$ cat config.mk
export PLATFORM = sky130hd
export DESIGN_NAME = stream_fifo_link_flat
export DESIGN_NICKNAME = d
export VERILOG_FILES = /design/src/rtl/stream_fifo_link_if.sv /design/src/rtl/stream_fifo_link.sv /design/src/flat_wrapper.sv
export SDC_FILE = /design/constraint.sdc
export NUM_CORES = 1
export LEC_CHECK = 0
export ABC_AREA = 1
export BUFFER_PORTS_ARGS = -buffer_cell sky130_fd_sc_hd__buf_4
export CAP_MARGIN = 20
export CORE_AREA = 2 2 247 188
export DETAILED_ROUTE_END_ITERATION = 16
export DIE_AREA = 0 0 249 190
export PLACE_DENSITY_LB_ADDON = 0.05
export REMOVE_ABC_BUFFERS = 1
export SETUP_SLACK_MARGIN = 0.05
export SYNTH_ARGS = -nofsm -noshare
export SYNTH_HDL_FRONTEND = slang
export SYNTH_SLANG_ARGS = --single-unit
$ cat constraint.sdc
create_clock -name clk -period 4.1 [get_ports clk]
set_input_delay 0.205 -clock clk [delete_from_list [all_inputs] [get_ports clk]]
set_output_delay 0.205 -clock clk [all_outputs]
set_load 0.05 [all_outputs]
$ cat src/rtl/stream_fifo_link_if.sv
// Valid/ready stream bundle for stream_fifo_link: upstream input side plus downstream output side.
interface stream_fifo_link_if #(
    parameter int unsigned DATA_WIDTH = 32
);
    logic                  val_in;
    logic                  ready_upward;
    logic [DATA_WIDTH-1:0] din;
    logic                  val_out;
    logic                  ready_downward;
    logic [DATA_WIDTH-1:0] dout;

    // Environment side: drives upstream words and downstream ready.
    modport master (
        output val_in, din, ready_downward,
        input  ready_upward, val_out, dout
    );

    // Buffer side.
    modport slave (
        input  val_in, din, ready_downward,
        output ready_upward, val_out, dout
    );
endinterface

$ cat src/rtl/stream_fifo_link.sv
// stream_fifo_link: elastic first-word-fall-through valid/ready buffer between two stream tiles.
// Optional macro STREAM_FIFO_OUTREG_EN adds a dedicated output register stage
// (2-cycle latency, DEPTH+1 capacity); default build reads dout straight from RAM.
module stream_fifo_link #(
    parameter int unsigned DATA_WIDTH = 32,
    parameter int unsigned DEPTH      = 16,
    parameter int unsigned CNT_WIDTH  = $clog2(DEPTH) + 1
) (
    input  logic                 clk,
    input  logic                 reset,
    stream_fifo_link_if.slave    bus,
    output logic [CNT_WIDTH-1:0] count
);
    localparam int unsigned AW = $clog2(DEPTH);

    logic [DATA_WIDTH-1:0] mem_q [DEPTH];
    logic [AW-1:0]         wptr_q, wptr_d;
    logic [AW-1:0]         rptr_q, rptr_d;
    logic [CNT_WIDTH-1:0]  count_q, count_d;
    logic [CNT_WIDTH-1:0]  st_cnt;
    logic                  st_full;
    logic                  push;
    logic                  pop;
    logic                  ram_rd;

    // Upstream ready depends only on storage occupancy and reset, never on downstream ready.
    assign st_full          = (st_cnt == CNT_WIDTH'(DEPTH));
    assign bus.ready_upward = !st_full && !reset;
    assign push             = bus.val_in && bus.ready_upward;
    assign pop              = bus.val_out && bus.ready_downward;
    assign count            = count_q;

`ifdef STREAM_FIFO_OUTREG_EN
    logic                  out_vld_q, out_vld_d;
    logic [DATA_WIDTH-1:0] out_data_q, out_data_d;
    logic [CNT_WIDTH-1:0]  st_cnt_q, st_cnt_d;

    // Refill the output register from RAM whenever it is empty or being drained.
    assign ram_rd      = (st_cnt_q != CNT_WIDTH'(0)) && (!out_vld_q || pop);
    assign st_cnt      = st_cnt_q;
    assign bus.val_out = out_vld_q;
    assign bus.dout    = out_data_q;

    // Output stage and RAM-only occupancy next state.
    always_comb begin
        out_vld_d  = out_vld_q;
        out_data_d = out_data_q;
        st_cnt_d   = st_cnt_q;
        if (ram_rd) begin
            out_vld_d  = 1'b1;
            out_data_d = mem_q[rptr_q];
        end else if (pop) begin
            out_vld_d = 1'b0;
        end
        case ({push, ram_rd})
            2'b10:   st_cnt_d = st_cnt_q + CNT_WIDTH'(1);
            2'b01:   st_cnt_d = st_cnt_q - CNT_WIDTH'(1);
            default: st_cnt_d = st_cnt_q;
        endcase
    end

    // Output stage registers; reset empties the stage immediately.
    always_ff @(posedge clk or posedge reset) begin
        if (reset) begin
            out_vld_q  <= 1'b0;
            out_data_q <= '0;
            st_cnt_q   <= '0;
        end else begin
            out_vld_q  <= out_vld_d;
            out_data_q <= out_data_d;
            st_cnt_q   <= st_cnt_d;
        end
    end
`else
    // Without the output stage every held word lives in RAM and the head is read directly.
    assign ram_rd      = pop;
    assign st_cnt      = count_q;
    assign bus.val_out = (count_q != CNT_WIDTH'(0));
    assign bus.dout    = mem_q[rptr_q];
`endif

    // Pointer and total-occupancy next state.
    always_comb begin
        wptr_d  = wptr_q;
        rptr_d  = rptr_q;
        count_d = count_q;
        if (push) begin
            wptr_d = wptr_q + AW'(1);
        end
        if (ram_rd) begin
            rptr_d = rptr_q + AW'(1);
        end
        case ({push, pop})
            2'b10:   count_d = count_q + CNT_WIDTH'(1);
            2'b01:   count_d = count_q - CNT_WIDTH'(1);
            default: count_d = count_q;
        endcase
    end

    // Pointer and count registers; reset discards contents without waiting for a clock.
    always_ff @(posedge clk or posedge reset) begin
        if (reset) begin
            wptr_q  <= '0;
            rptr_q  <= '0;
            count_q <= '0;
        end else begin
            wptr_q  <= wptr_d;
            rptr_q  <= rptr_d;
            count_q <= count_d;
        end
    end

    // Storage write on accepted upstream words.
    always_ff @(posedge clk) begin
        if (push) begin
            mem_q[wptr_q] <= bus.din;
        end
    end
endmodule

$ cat src/flat_wrapper.sv
// flat-port wrapper written by rule: the top's interface ports become plain ports
module stream_fifo_link_flat 
#(
    parameter int unsigned DATA_WIDTH = 32,
    parameter int unsigned DEPTH      = 16,
    parameter int unsigned CNT_WIDTH  = $clog2(DEPTH) + 1
)
  (clk, reset, count, bus_val_in, bus_din, bus_ready_downward, bus_ready_upward, bus_val_out, bus_dout);
  stream_fifo_link_if #(.DATA_WIDTH(DATA_WIDTH)) bus_i ();
  input  logic clk;
  input  logic reset;
  output logic [CNT_WIDTH-1:0] count;
  input wire logic [$bits(bus_i.val_in)-1:0] bus_val_in;
  input wire logic [$bits(bus_i.din)-1:0] bus_din;
  input wire logic [$bits(bus_i.ready_downward)-1:0] bus_ready_downward;
  output wire logic [$bits(bus_i.ready_upward)-1:0] bus_ready_upward;
  output wire logic [$bits(bus_i.val_out)-1:0] bus_val_out;
  output wire logic [$bits(bus_i.dout)-1:0] bus_dout;
  assign bus_i.val_in = bus_val_in;
  assign bus_i.din = bus_din;
  assign bus_i.ready_downward = bus_ready_downward;
  assign bus_ready_upward = bus_i.ready_upward;
  assign bus_val_out = bus_i.val_out;
  assign bus_dout = bus_i.dout;
  stream_fifo_link #(.DATA_WIDTH(DATA_WIDTH), .DEPTH(DEPTH), .CNT_WIDTH(CNT_WIDTH)) u_core (.clk(clk), .reset(reset), .bus(bus_i), .count(count));
endmodule
## Word-level counts from Yosys, hierarchy flattened

Memories as Yosys holds them, arrays and structs flattened.
Cells that the tools add are included.

- Bits of input ports: 36
- Register bits: 13
- Memories: 1
- Logic and storage cells: 21
- Memory bits (writable): 512
- Output and inout bits: 39

- Muxes and demuxes: 3
- Equality and inequality tests: 3
- Reduce and logical (&&, ||, !) cells: 7
- $add $sub $neg: 4

Memories:

| name | depth | width | rd ports | clocked after memory_dff | write ports | line | text |
|---|---|---|---|---|---|---|---|
| u_core.mem_q | 16 | 32 | 1 | 0 | 1 | stream_fifo_link.sv:16 | `logic [DATA_WIDTH-1:0] mem_q [DEPTH];` |

Operators with widths:

| cell | count |
|---|---|
| $pmux 5 s2 | 1 |
| $add 4x1->4 const B | 2 |
| $add 5x1->5 const B | 1 |
| $eq 5x5->1 const B | 1 |
| $reduce_bool 5->1 | 1 |
| $sub 5x1->5 const B | 1 |
| $logic_and 1x1->1 | 3 |
| $eq 2x1->1 const B | 1 |
| $eq 2x2->1 const B | 1 |
| $logic_not 1->1 | 2 |
| $mux 1 | 2 |
| $reduce_bool 2->1 | 1 |

## Depth between registers and ports, before layout

Gate-level depths: netlist of the first run.

- Depth after elaboration: 6
- Gate-level depth with buffers: 13
- Depth with buffers taken out: 13

## Least setup slack after synthesis of the first run

OpenSTA, ideal clock, no wires.

- Path kind: register to register
- Start point: reg u_core.count_q[0], in the netlist u_core.count[0]
- End point: mem u_core.mem_q[10][0], enable pin
- Setup time: 0.461 ns
- Data required time: 3.639 ns
- Path buffers: 1
- Arrival: 3.512 ns
- Period minus slack after synthesis: 3.974 ns
- Cell stages (with the launch flop): 6
- Path slack: 0.126 ns
- Cell sequence: dfrtp_1 > nor2_1 > nand3_1 > nand3_1 > buf_2 > nor3_1

- Cells in the longest elaborated chain, start to end: 6

RTL lines:

| item | line | text |
|---|---|---|
| from (decl) | stream_fifo_link.sv:19 | `logic [CNT_WIDTH-1:0] count_q, count_d;` |
| from (signal assigned) | stream_fifo_link.sv:109 | `count_q <= count_d;` |
| $eq 5x5->1 | stream_fifo_link.sv:27 | `assign st_full = (st_cnt == CNT_WIDTH'(DEPTH));` |
| $logic_not 1->1 | stream_fifo_link.sv:28 | `assign bus.ready_upward = !st_full && !reset;` |
| $logic_and 1x1->1 | stream_fifo_link.sv:28 |  |
| $logic_and 1x1->1 | stream_fifo_link.sv:29 | `assign push = bus.val_in && bus.ready_upward;` |
| $mux 1 | stream_fifo_link.sv:115 | `if (push) begin` |
| $mux 1 (implied by the code) | stream_fifo_link.sv:116 | `mem_q[wptr_q] <= bus.din;` |
| to (decl) | stream_fifo_link.sv:16 |  |

Every way passes these cells.

## Final worst setup path of the first run

- Start point: reg u_core.rptr_q[0]
- End point: out bus_dout[16]

- Cells in the longest elaborated chain, start to end: 1

RTL lines:

| item | line | text |
|---|---|---|
| from (decl) | stream_fifo_link.sv:18 | `logic [AW-1:0] rptr_q, rptr_d;` |
| from (signal assigned) | stream_fifo_link.sv:108 | `rptr_q <= rptr_d;` |
| $mem_v2 16x32 | n/a |  |
| to (decl) | flat_wrapper.sv:18 | `output wire logic [$bits(bus_i.dout)-1:0] bus_dout;` |

Every way passes these cells.

==> impl_metrics.env, run 1 <==
export IMPL_ys_ff_latch=525
export IMPL_die_y_um=190
export IMPL_yosysWarnings=0
export IMPL_netlist_top_cell_by_area="edfxtp_1"
export IMPL_holdWs_ps=266
export IMPL_htree_levels=2
export IMPL_peakVddDrop_uv=613
export IMPL_reg2reg_depth=12
export IMPL_dieArea_sq_um=47300
export IMPL_fillers=3891
export IMPL_regArea_sq_um=15700
export IMPL_critPathMaxFanout=78
export IMPL_fin_crit_sh_pct=79.8
export IMPL_drt_initial_drc_count=1141
export IMPL_fin_worst_skew_ps=19.8
export IMPL_grt_pass1_wl_mm=81.3
export IMPL_drv_cap=0
export IMPL_ys_top_cells_by_count="838 x nand2_1, 512 x edfxtp_1, 214 x inv_1"
export IMPL_worst_slack_ps=828
export IMPL_wl_met2_mm=23.7
export IMPL_hold_class="input pin to asynchronous set/reset pin"
export IMPL_p_int_mw=10.4
export IMPL_yosys_most_used_dff="edfxtp_1"
export IMPL_multi_input_area_sq_um=5290
export IMPL_p_leak_nw=10.4
export IMPL_startpoint="u_core.rptr_q[0]"
export IMPL_critical_path_class="register to output pin"
export IMPL_fin_tns_setup_ps=0
export IMPL_dr_pass1_iters=5
export IMPL_numCtsBuffers=52
export IMPL_met3_length_mm=2.63
export IMPL_relSlewSlack_pct=34.5
export IMPL_gp_routability_congestion=0.742
export IMPL_avgSynthCellArea_sq_um=10.5
export IMPL_r2r_start="u_core.count[0]"
export IMPL_num_io_pins=75
export IMPL_grt_pass1_vias=13800
export IMPL_rrSetupSlack_ps=1780
export IMPL_fmax_mhz=306
export IMPL_start_util_pct=49.1
export IMPL_async_flop_share_pct=2.48
export IMPL_synth_top_area_share_pct=69.3
export IMPL_drive_above_1_share_pct=8.80
export IMPL_clkTransAtPathRegs_ps=60
export IMPL_fp_row_count=68
export IMPL_crit_arrival_ps=3070
export IMPL_synthesis_area_sq_um=22200
export IMPL_p_switching_mw=7.00
export IMPL_syn_inst=2120
export IMPL_cp_end_kind="output pin"
export IMPL_insertion_delay_ps=590
export IMPL_wl_met1_mm=24.9
export IMPL_rsz0062_at_grt="no"
export IMPL_finalCriticalPeriod_ps=3270
export IMPL_setup_violations=0
export IMPL_startpoint_type="register"
export IMPL_post_place_ws_ps=1400
export IMPL_grt_max_degree=173
export IMPL_antenna_left=0
export IMPL_wl_per_cell_um=18.2
export IMPL_avgViaCountPerCell=4.96
export IMPL_grt_ovfl_total=0
export IMPL_synth_cell_types=20
export IMPL_highest_layer="met4"
export IMPL_clockBufferDepth=3
export IMPL_port_buffers=74
export IMPL_powerDensity_nw_per_um2=686
export IMPL_rr_endpoint="u_core.count[4]"
export IMPL_dpl_hpwl_mm=26.3
export IMPL_area_delta_synth_final_pct=14.0
export IMPL_comb_power_share_pct=38.6
export IMPL_antenna_found_initial=0
export IMPL_ctsHoldBuffers=35
export IMPL_die_w_um=249
export IMPL_outcome="complete, no violations"
export IMPL_final_nets=2267
export IMPL_drc=0
export IMPL_vias=14200
export IMPL_routed_wirelength_mm=52.0
export IMPL_synth_edf_count=512
export IMPL_seqPwrFrac_pct=36.5
export IMPL_grt_util_all_layers_pct=22.5
export IMPL_endpoint="bus_dout[16]"
export IMPL_antennaDiodeCount=0
export IMPL_p_sw_share_pct=40.3
export IMPL_cp_required_ps=3890
export IMPL_ctsResizeCount=0
export IMPL_cts_root_buf="clkbuf_16"
export IMPL_clkSinkCount=525
export IMPL_yosysMostFrequentCell="nand2_1"
export IMPL_final_hold_viol_count=0
export IMPL_clkPwrFrac_pct=24.9
export IMPL_synth_area_top_cells="edfxtp_1 69%, nand2_1 14%, nand3_1 4.6%"
export IMPL_worstMarginPinSlew_ps=981
export IMPL_slew_viol_final=0
export IMPL_cts_tree="built"
export IMPL_ys_seq_area_share_pct=70.7
export IMPL_core_area_sq_um=45200
export IMPL_postCtsSetupBuffers=0
through the flow:
step	instance area (sq um)	instances	util (%)	total power, mW
after floorplan	21700	2019	-	10.7
after global placement	23500	2727	51.9	13.1
after global routing	25300	2856	56.0	18.4
after detailed placement	23500	2727	51.9	13.2
final	25300	2856	56.0	17.4
after CTS	25300	2856	56.0	17.5
kinds of logic after synthesis:
logic type      Yosys count  synth area share (%)
compound gates            8                 0.180
xor+xnor                  4                 0.158
fa+ha+maj                10                 0.597
buf+inv                 318                  5.83
flops                   525                  70.7
simple gates           1255                  22.5
state kept, by name (all words and copies together) (netlist names):
signal / count
u_core.count: 5
u_core.mem_q: 512
u_core.rptr_q: 4
u_core.wptr_q: 4
power by group through the flow:
stage          Combinational [mW]  Clock [mW]  Sequential, mW
6_report                     6.69        4.32            6.34
5_1_grt                      7.41        4.64            6.37
4_1_cts                      6.77        4.42            6.34
3_5_place_dp                 6.72           0            6.46
3_3_place_gp                 6.68           0            6.45
2_1_floorplan                3.97           0            6.78
worst max-delay path, stage by stage, from the launching register on:
cell     delay [ps]
dfrtp_4         670
inv_6           560
buf_4           490
nand2_1         120
nand3_1         100
nand2_1          60
nor2_1          120
nand2_1          50
nand2_1          70
buf_4           190
layout make-up:
class                      count  share of cell area (%)
clock buffer                  72                    5.52
clock inverter                22                   0.405
inverter                     217                    3.24
multi-input combinational   1277                    20.9
sequential                   525                    62.1
tap                          595                    2.94
timing repair buffer         148                    4.93
cell usage in the layout (no fill, tap or decap), drive strengths merged, types with 2 or more instances in the layout:
master and n:
ha 9, buf 113, o21ai 8, nand3 203
clkbuf 72, inv 219, edfxtp 512, nand4 2
dfrtp 13, nand2 838, xnor2 3, clkinv 19
nor2 196, nor3 16, dlygate4sd3 35
how the worst min path moves through the flow:
| stage | slack [ps] | depth (start not counted) | from | to |
|---|---|---|---|---|
| after floorplan | 100 | 1 | reset | u_core.count[0] |
| after global placement | 310 | 2 | reset | u_core.count[3] |
| after detailed placement | 320 | 2 | reset | u_core.count[2] |
| after CTS | 270 | 3 | reset | u_core.count[2] |
| after global routing | 330 | 3 | reset | u_core.count[2] |
| final | 270 | 3 | reset | u_core.count[3] |
layer usage:
metal / vias up / GRT usage [%]
met3: 56 / 3.20
met2: 300 / 36.3
met4: 0 / 4.71
met1: 6753 / 33.0
met5: - / 0
li1: 7067 / -
No activity file was read; power rests on OpenSTA's default activity.
==> run 2, diff against run 1 <==
==> constraint.sdc (replaced) <==
create_clock -name clk -period 3.21 [get_ports clk]
set_input_delay 0.1605 -clock clk [delete_from_list [all_inputs] [get_ports clk]]
set_output_delay 0.1605 -clock clk [all_outputs]
set_load 0.05 [all_outputs]
==> impl_metrics.env, run 2 (same netlist as run 1, synthesis figures left out) <==
export IMPL_outcome="complete, no violations"
export IMPL_grt_pass1_vias=14000
export IMPL_cp_required_ps=3050
export IMPL_wl_per_cell_um=18.7
export IMPL_cts_root_buf="clkbuf_16"
export IMPL_path_cells="nand2_1, inv_2, buf_12, nand2_1, nor2_1, nor2_1, nand2_1, nand2_1, buf_4"
export IMPL_top_register="u_core.mem_q"
export IMPL_finalCriticalPeriod_ps=2890
export IMPL_drt_initial_drc_count=1170
export IMPL_fin_worst_skew_ps=19.9
export IMPL_avgViaCountPerCell=5.00
export IMPL_crit_arrival_ps=2730
export IMPL_numCtsBuffers=53
export IMPL_holdWs_ps=152
export IMPL_final_hold_viol_count=0
export IMPL_antennaDiodeCount=0
export IMPL_htree_levels=2
export IMPL_gp_routability_congestion=0.773
export IMPL_grt_ovfl_total=0
export IMPL_peakVddDrop_uv=714
export IMPL_hold_class="input pin to asynchronous set/reset pin"
export IMPL_vias=14300
export IMPL_final_nets=2280
export IMPL_drv_cap=0
export IMPL_p_int_mw=13.7
export IMPL_ctsResizeCount=0
export IMPL_grt_max_degree=182
export IMPL_layout_commonest_cell="nand2_1"
export IMPL_comb_power_share_pct=38.5
export IMPL_setup_violations=0
export IMPL_grt_util_all_layers_pct=23.2
export IMPL_reg2reg_depth=12
export IMPL_post_place_ws_ps=868
export IMPL_powerDensity_nw_per_um2=889
export IMPL_startpoint_type="register"
export IMPL_insertion_delay_ps=570
export IMPL_die_y_um=190
export IMPL_port_buffers=74
export IMPL_drive_above_1_share_pct=9.72
export IMPL_largest_register_ff_count=512
export IMPL_critPathMaxFanout=42
export IMPL_finish_utilization_pct=56.7
export IMPL_relSlewSlack_pct=30.8
export IMPL_ctsHoldBuffers=35
export IMPL_dr_pass1_iters=5
export IMPL_crit_top_cell="nand2_1"
export IMPL_antenna_left=0
export IMPL_fmax_mhz=346
export IMPL_p_switching_mw=9.07
export IMPL_cp_end_kind="output pin"
export IMPL_num_io_pins=75
export IMPL_layout_common_cells="838 x nand2_1, 512 x edfxtp_1, 212 x inv_1, 203 x nand3_1, 195 x nor2_1"
export IMPL_routed_wirelength_mm=53.7
export IMPL_fin_crit_sh_pct=89.9
export IMPL_area_delta_synth_final_pct=15.3
export IMPL_core_area_sq_um=45200
export IMPL_slowest_stage="dfrtp_2"
export IMPL_grt_pass1_wl_mm=83.3
export IMPL_p_sw_share_pct=39.9
export IMPL_cts_tree="built"
export IMPL_clkSinkCount=525
export IMPL_clkPwrFrac_pct=26.1
export IMPL_worst_slack_ps=323
export IMPL_dpl_hpwl_mm=28.3
export IMPL_fp_row_count=68
export IMPL_start_util_pct=49.1
export IMPL_clkTransAtPathRegs_ps=60
export IMPL_rsz0062_at_grt="no"
export IMPL_seqPwrFrac_pct=35.5
export IMPL_slew_viol_final=0
export IMPL_critical_path_class="register to output pin"
export IMPL_drc=0
export IMPL_worstMarginPinSlew_ps=1040
export IMPL_antenna_found_initial=0
export IMPL_postCtsSetupBuffers=0
export IMPL_dieArea_sq_um=47300
export IMPL_die_w_um=249
export IMPL_p_leak_nw=10.5
export IMPL_clockBufferDepth=3
export IMPL_slowest_delay_ps=630
## run 2: worst max-delay path: cells and delay by family (launching register included)
family        cells  cell delay (ps)
flops             1              630
simple gates      6              530
buf+inv           3              970
## run 2: per-stage QoR
stage / TNS [ps] / power [mW] / cells / area (sq um)
after global placement: 0 / 17.0 / 2739 / 23600
after global routing: 0 / 24.1 / 2869 / 25600
final: 0 / 22.8 / 2869 / 25600
after detailed placement: 0 / 17.0 / 2739 / 23600
after floorplan: -730170 / 13.3 / 2019 / 21700
after CTS: 0 / 23.0 / 2869 / 25600
## run 2: cell type report
cell class	instances	area [sq um]
clock inverter	27	230
tap	595	744
timing repair buffer	160	1400
clock buffer	68	1410
fill	3897	19600
inverter	217	820
sequential	525	15700
multi-input combinational	1277	5290
## run 2: path summary, 6_finish.rpt
check	endpoint	start	slack [ps]
max	bus_dout[12]	u_core.rptr_q[1]	320
min	u_core.rptr_q[2]	reset	150
max reg2reg	u_core.count[4]	u_core.count[0]	850
min reg2reg	u_core.count[3]	u_core.count[3]	570
max in group asynchronous	u_core.rptr_q[0]	reset	2850
min in group clk	u_core.wptr_q[0]	bus_val_in	380
## run 2: metal layers
layer,share of wire (%),vias to the layer above,global-route usage (%)
met1,48,6810,34.5
met2,45,358,36.6
li1,-,7099,-
met5,0,-,0
met4,1.7,0,5.34
met3,5.4,71,3.08
## run 2: power by group through the flow
stage / registers [mW] / logic [mW] / clock network, mW
2_1_floorplan: 8.59 / 4.67 / 0
3_5_place_dp: 8.21 / 8.79 / 0
3_3_place_gp: 8.20 / 8.77 / 0
4_1_cts: 8.07 / 8.85 / 6.04
5_1_grt: 8.10 / 9.66 / 6.30
6_report: 8.07 / 8.76 / 5.94
==> run 3, diff against run 2 <==
--- a/config.mk
+++ b/config.mk
@@ -5,12 +5,11 @@
 export SDC_FILE = /design/constraint.sdc
 export NUM_CORES = 1
 export LEC_CHECK = 0
-export ABC_AREA = 1
 export BUFFER_PORTS_ARGS = -buffer_cell sky130_fd_sc_hd__buf_4
 export CAP_MARGIN = 20
-export CORE_AREA = 2 2 247 188
+export CORE_AREA = 2 2 237 180
 export DETAILED_ROUTE_END_ITERATION = 16
-export DIE_AREA = 0 0 249 190
+export DIE_AREA = 0 0 239 182
 export PLACE_DENSITY_LB_ADDON = 0.05
 export REMOVE_ABC_BUFFERS = 1
 export SETUP_SLACK_MARGIN = 0.05
==> impl_metrics.env, run 3 <==
export IMPL_outcome="complete, no violations"
export IMPL_powerDensity_nw_per_um2=909
export IMPL_clkPwrFrac_pct=25.1
export IMPL_netlist_top_cell_by_area="edfxtp_1"
export IMPL_start_util_pct=49.2
export IMPL_reg2reg_depth=9
export IMPL_async_flop_share_pct=2.48
export IMPL_p_leak_nw=7.95
export IMPL_vias=9982
export IMPL_dieArea_sq_um=43500
export IMPL_seqPwrFrac_pct=38.4
export IMPL_syn_inst=1009
export IMPL_relSlewSlack_pct=25.8
export IMPL_hold_start="bus_ready_downward"
export IMPL_port_buffers=74
export IMPL_rsz0062_at_grt="no"
export IMPL_clockBufferDepth=3
export IMPL_worst_slack_ps=260
export IMPL_dr_pass1_iters=5
export IMPL_htree_levels=2
export IMPL_routed_wirelength_mm=44.7
export IMPL_critPathMaxFanout=66
export IMPL_drc=0
export IMPL_post_place_ws_ps=382
export IMPL_grt_use_met1_pct=30.8
export IMPL_grt_max_degree=67
export IMPL_final_hold_viol_count=0
export IMPL_postCtsSetupBuffers=0
export IMPL_yosys_most_used_dff="edfxtp_1"
export IMPL_synthesis_area_sq_um=20400
export IMPL_die_y_um=182
export IMPL_critical_path_class="register to output pin"
export IMPL_drive_above_1_share_pct=22.2
export IMPL_ys_seq_area_share_pct=76.9
export IMPL_slew_viol_final=0
export IMPL_grtUsageMet2_pct=33.0
export IMPL_insertion_delay_ps=570
export IMPL_wl_per_cell_um=25.9
export IMPL_numCtsBuffers=50
export IMPL_finalCriticalPeriod_ps=2950
export IMPL_antenna_found_initial=0
export IMPL_cts_root_buf="clkbuf_16"
export IMPL_cp_end_kind="output pin"
export IMPL_layout_common_cells="512 x edfxtp_1, 129 x mux2i_1, 103 x buf_4, 64 x a221oi_1, 64 x mux4_2"
export IMPL_avgSynthCellArea_sq_um=20.2
export IMPL_regArea_sq_um=15700
export IMPL_synth_edf_count=512
export IMPL_fin_crit_sh_pct=91.9
export IMPL_antennaDiodeCount=0
export IMPL_synth_cell_types=35
export IMPL_yosysWarnings=0
export IMPL_peakVddDrop_uv=582
export IMPL_yosysMostFrequentCell="edfxtp_1"
export IMPL_fp_row_count=65
export IMPL_whs_endpoint="u_core.rptr_q[0]"
export IMPL_p_sw_share_pct=35.7
export IMPL_ys_top_cells_by_count="512 x edfxtp_1, 129 x mux2i_1, 64 x a221oi_1, 64 x mux4_2, 38 x nand2_1"
export IMPL_crit_arrival_ps=2790
export IMPL_synth_area_top_cells="edfxtp_1 75%, mux4_2 7.1%, mux2i_1 6.3%"
export IMPL_cts_tree="built"
export IMPL_num_io_pins=75
export IMPL_worstMarginPinSlew_ps=1110
export IMPL_met3_usage_pct=3.16
export IMPL_gp_routability_congestion=0.731
export IMPL_drv_cap=0
export IMPL_grt_pass1_wl_mm=66.2
export IMPL_hold_class="input pin to register"
export IMPL_place_inst=1599
export IMPL_rr_endpoint="u_core.count[4]"
export IMPL_whs_path_depth=3
export IMPL_top_register="u_core.mem_q"
export IMPL_core_area_sq_um=41500
export IMPL_fin_worst_skew_ps=13.7
export IMPL_p_switching_mw=7.63
export IMPL_dpl_hpwl_mm=23.3
export IMPL_multi_input_area_sq_um=4390
export IMPL_holdWs_ps=86.8
export IMPL_busiest_layer="met2"
export IMPL_rrSetupSlack_ps=360
export IMPL_final_nets=1196
export IMPL_die_w_um=239
export IMPL_setup_violations=0
export IMPL_grt_ovfl_total=0
export IMPL_drt_initial_drc_count=841
export IMPL_largest_register_ff_count=512
export IMPL_grt_util_all_layers_pct=20.8
export IMPL_grt_pass1_vias=10300
export IMPL_area_delta_synth_final_pct=15.4
export IMPL_layout_commonest_cell="edfxtp_1"
export IMPL_clkTransAtPathRegs_ps=60
export IMPL_synth_top_area_share_pct=75.3
export IMPL_antenna_left=0
export IMPL_fin_tns_setup_ps=0
export IMPL_r2r_start="u_core.count[0]"
export IMPL_avgViaCountPerCell=5.79
export IMPL_cp_required_ps=3050
export IMPL_startpoint_type="register"
export IMPL_clkSinkCount=525
export IMPL_p_int_mw=13.8
export IMPL_fmax_mhz=339
export IMPL_fillers=3123
export IMPL_p_total_mw=21.4
export IMPL_comb_power_share_pct=36.5
export IMPL_ys_ff_latch=525
export IMPL_fin_cells=1724
[run 3: cell types whose count changed after synthesis, sizes merged, moves of 9 or more]
cell	before	now
mux4	0	64
nand3	203	1
a221oi	0	64
nor2	196	5
nor3	16	0
mux2i	0	129
and2	0	9
inv	216	10
o21ai	8	35
buf	78	37
a22oi	0	32
nand2	838	38
[run 3: logic make-up after synthesis]
group / Yosys count / share of synthesized area [%]
flip-flops: 525 / 76.9
multiplexers: 195 / 13.5
AO/OA/AOI/OAI: 138 / 5.06
buffers and inverters: 66 / 1.89
AND/OR/NAND/NOR: 65 / 1.55
XOR/XNOR: 10 / 0.429
adder cells (fa/ha/maj): 10 / 0.650
[run 3: critical path, stage by stage, from the launching register on]
cell,delay [ps]
dfrtp_4,550
buf_12,410
mux2i_1,150
a221oi_1,580
a22oi_1,140
nand2_1,100
buf_4,190
[run 3: metal layers]
| metal | vias up | wire length [um] |
|---|---|---|
| met4 | 0 | 676 |
| met2 | 228 | 21100 |
| met5 | - | 0 |
| li1 | 4479 | - |
| met3 | 53 | 2070 |
| met1 | 5222 | 20800 |
[run 3: worst max-delay path by stage]
stage	end	slack, ps	startpoint	cells after the start
3_5_place_dp	u_core.count[4]	380	u_core.count[0]	9
3_3_place_gp	u_core.count[4]	380	u_core.count[0]	9
6_report	bus_dout[12]	260	u_core.rptr_q[0]	6
5_1_grt	bus_dout[12]	90	u_core.rptr_q[0]	6
4_1_cts	bus_dout[31]	90	u_core.rptr_q[2]	6
2_1_floorplan	bus_dout[0]	-4710	u_core.rptr_q[0]	3
[run 3: power by group through the flow]
stage	logic, mW	clock network (mW)	registers [mW]
after global routing	8.34	5.76	8.26
after detailed placement	7.85	0	8.37
final	7.81	5.37	8.22
after global placement	7.83	0	8.36
after CTS	7.90	5.49	8.22
after floorplan	4.30	0	8.75
[run 3: what timing repair did]
item | CTS | global route
gates resized for setup | 0 | 1
hold buffers | 34 | 0
endpoints found under the setup margin | 0 | 7
endpoints found under the hold margin | 526 | 0
[run 3: area by class of cell]
| class | instances | share of cell area, % |
|---|---|---|
| Sequential cell | 525 | 66.7 |
| Multi-Input combinational cell | 418 | 18.7 |
| Clock buffer | 64 | 5.63 |
| Timing Repair Buffer | 145 | 5.41 |
| Tap cell | 536 | 2.85 |
| Clock inverter | 26 | 0.584 |
| Inverter | 10 | 0.159 |
[run 3: per-stage QoR]
step | instance area (sq um) | utilization [%]
2_1_floorplan | 20100 | -
3_3_place_gp | 21700 | 52.4
3_5_place_dp | 21700 | 52.4
4_1_cts | 23500 | 56.7
5_1_grt | 23500 | 56.8
6_report | 23500 | 56.8
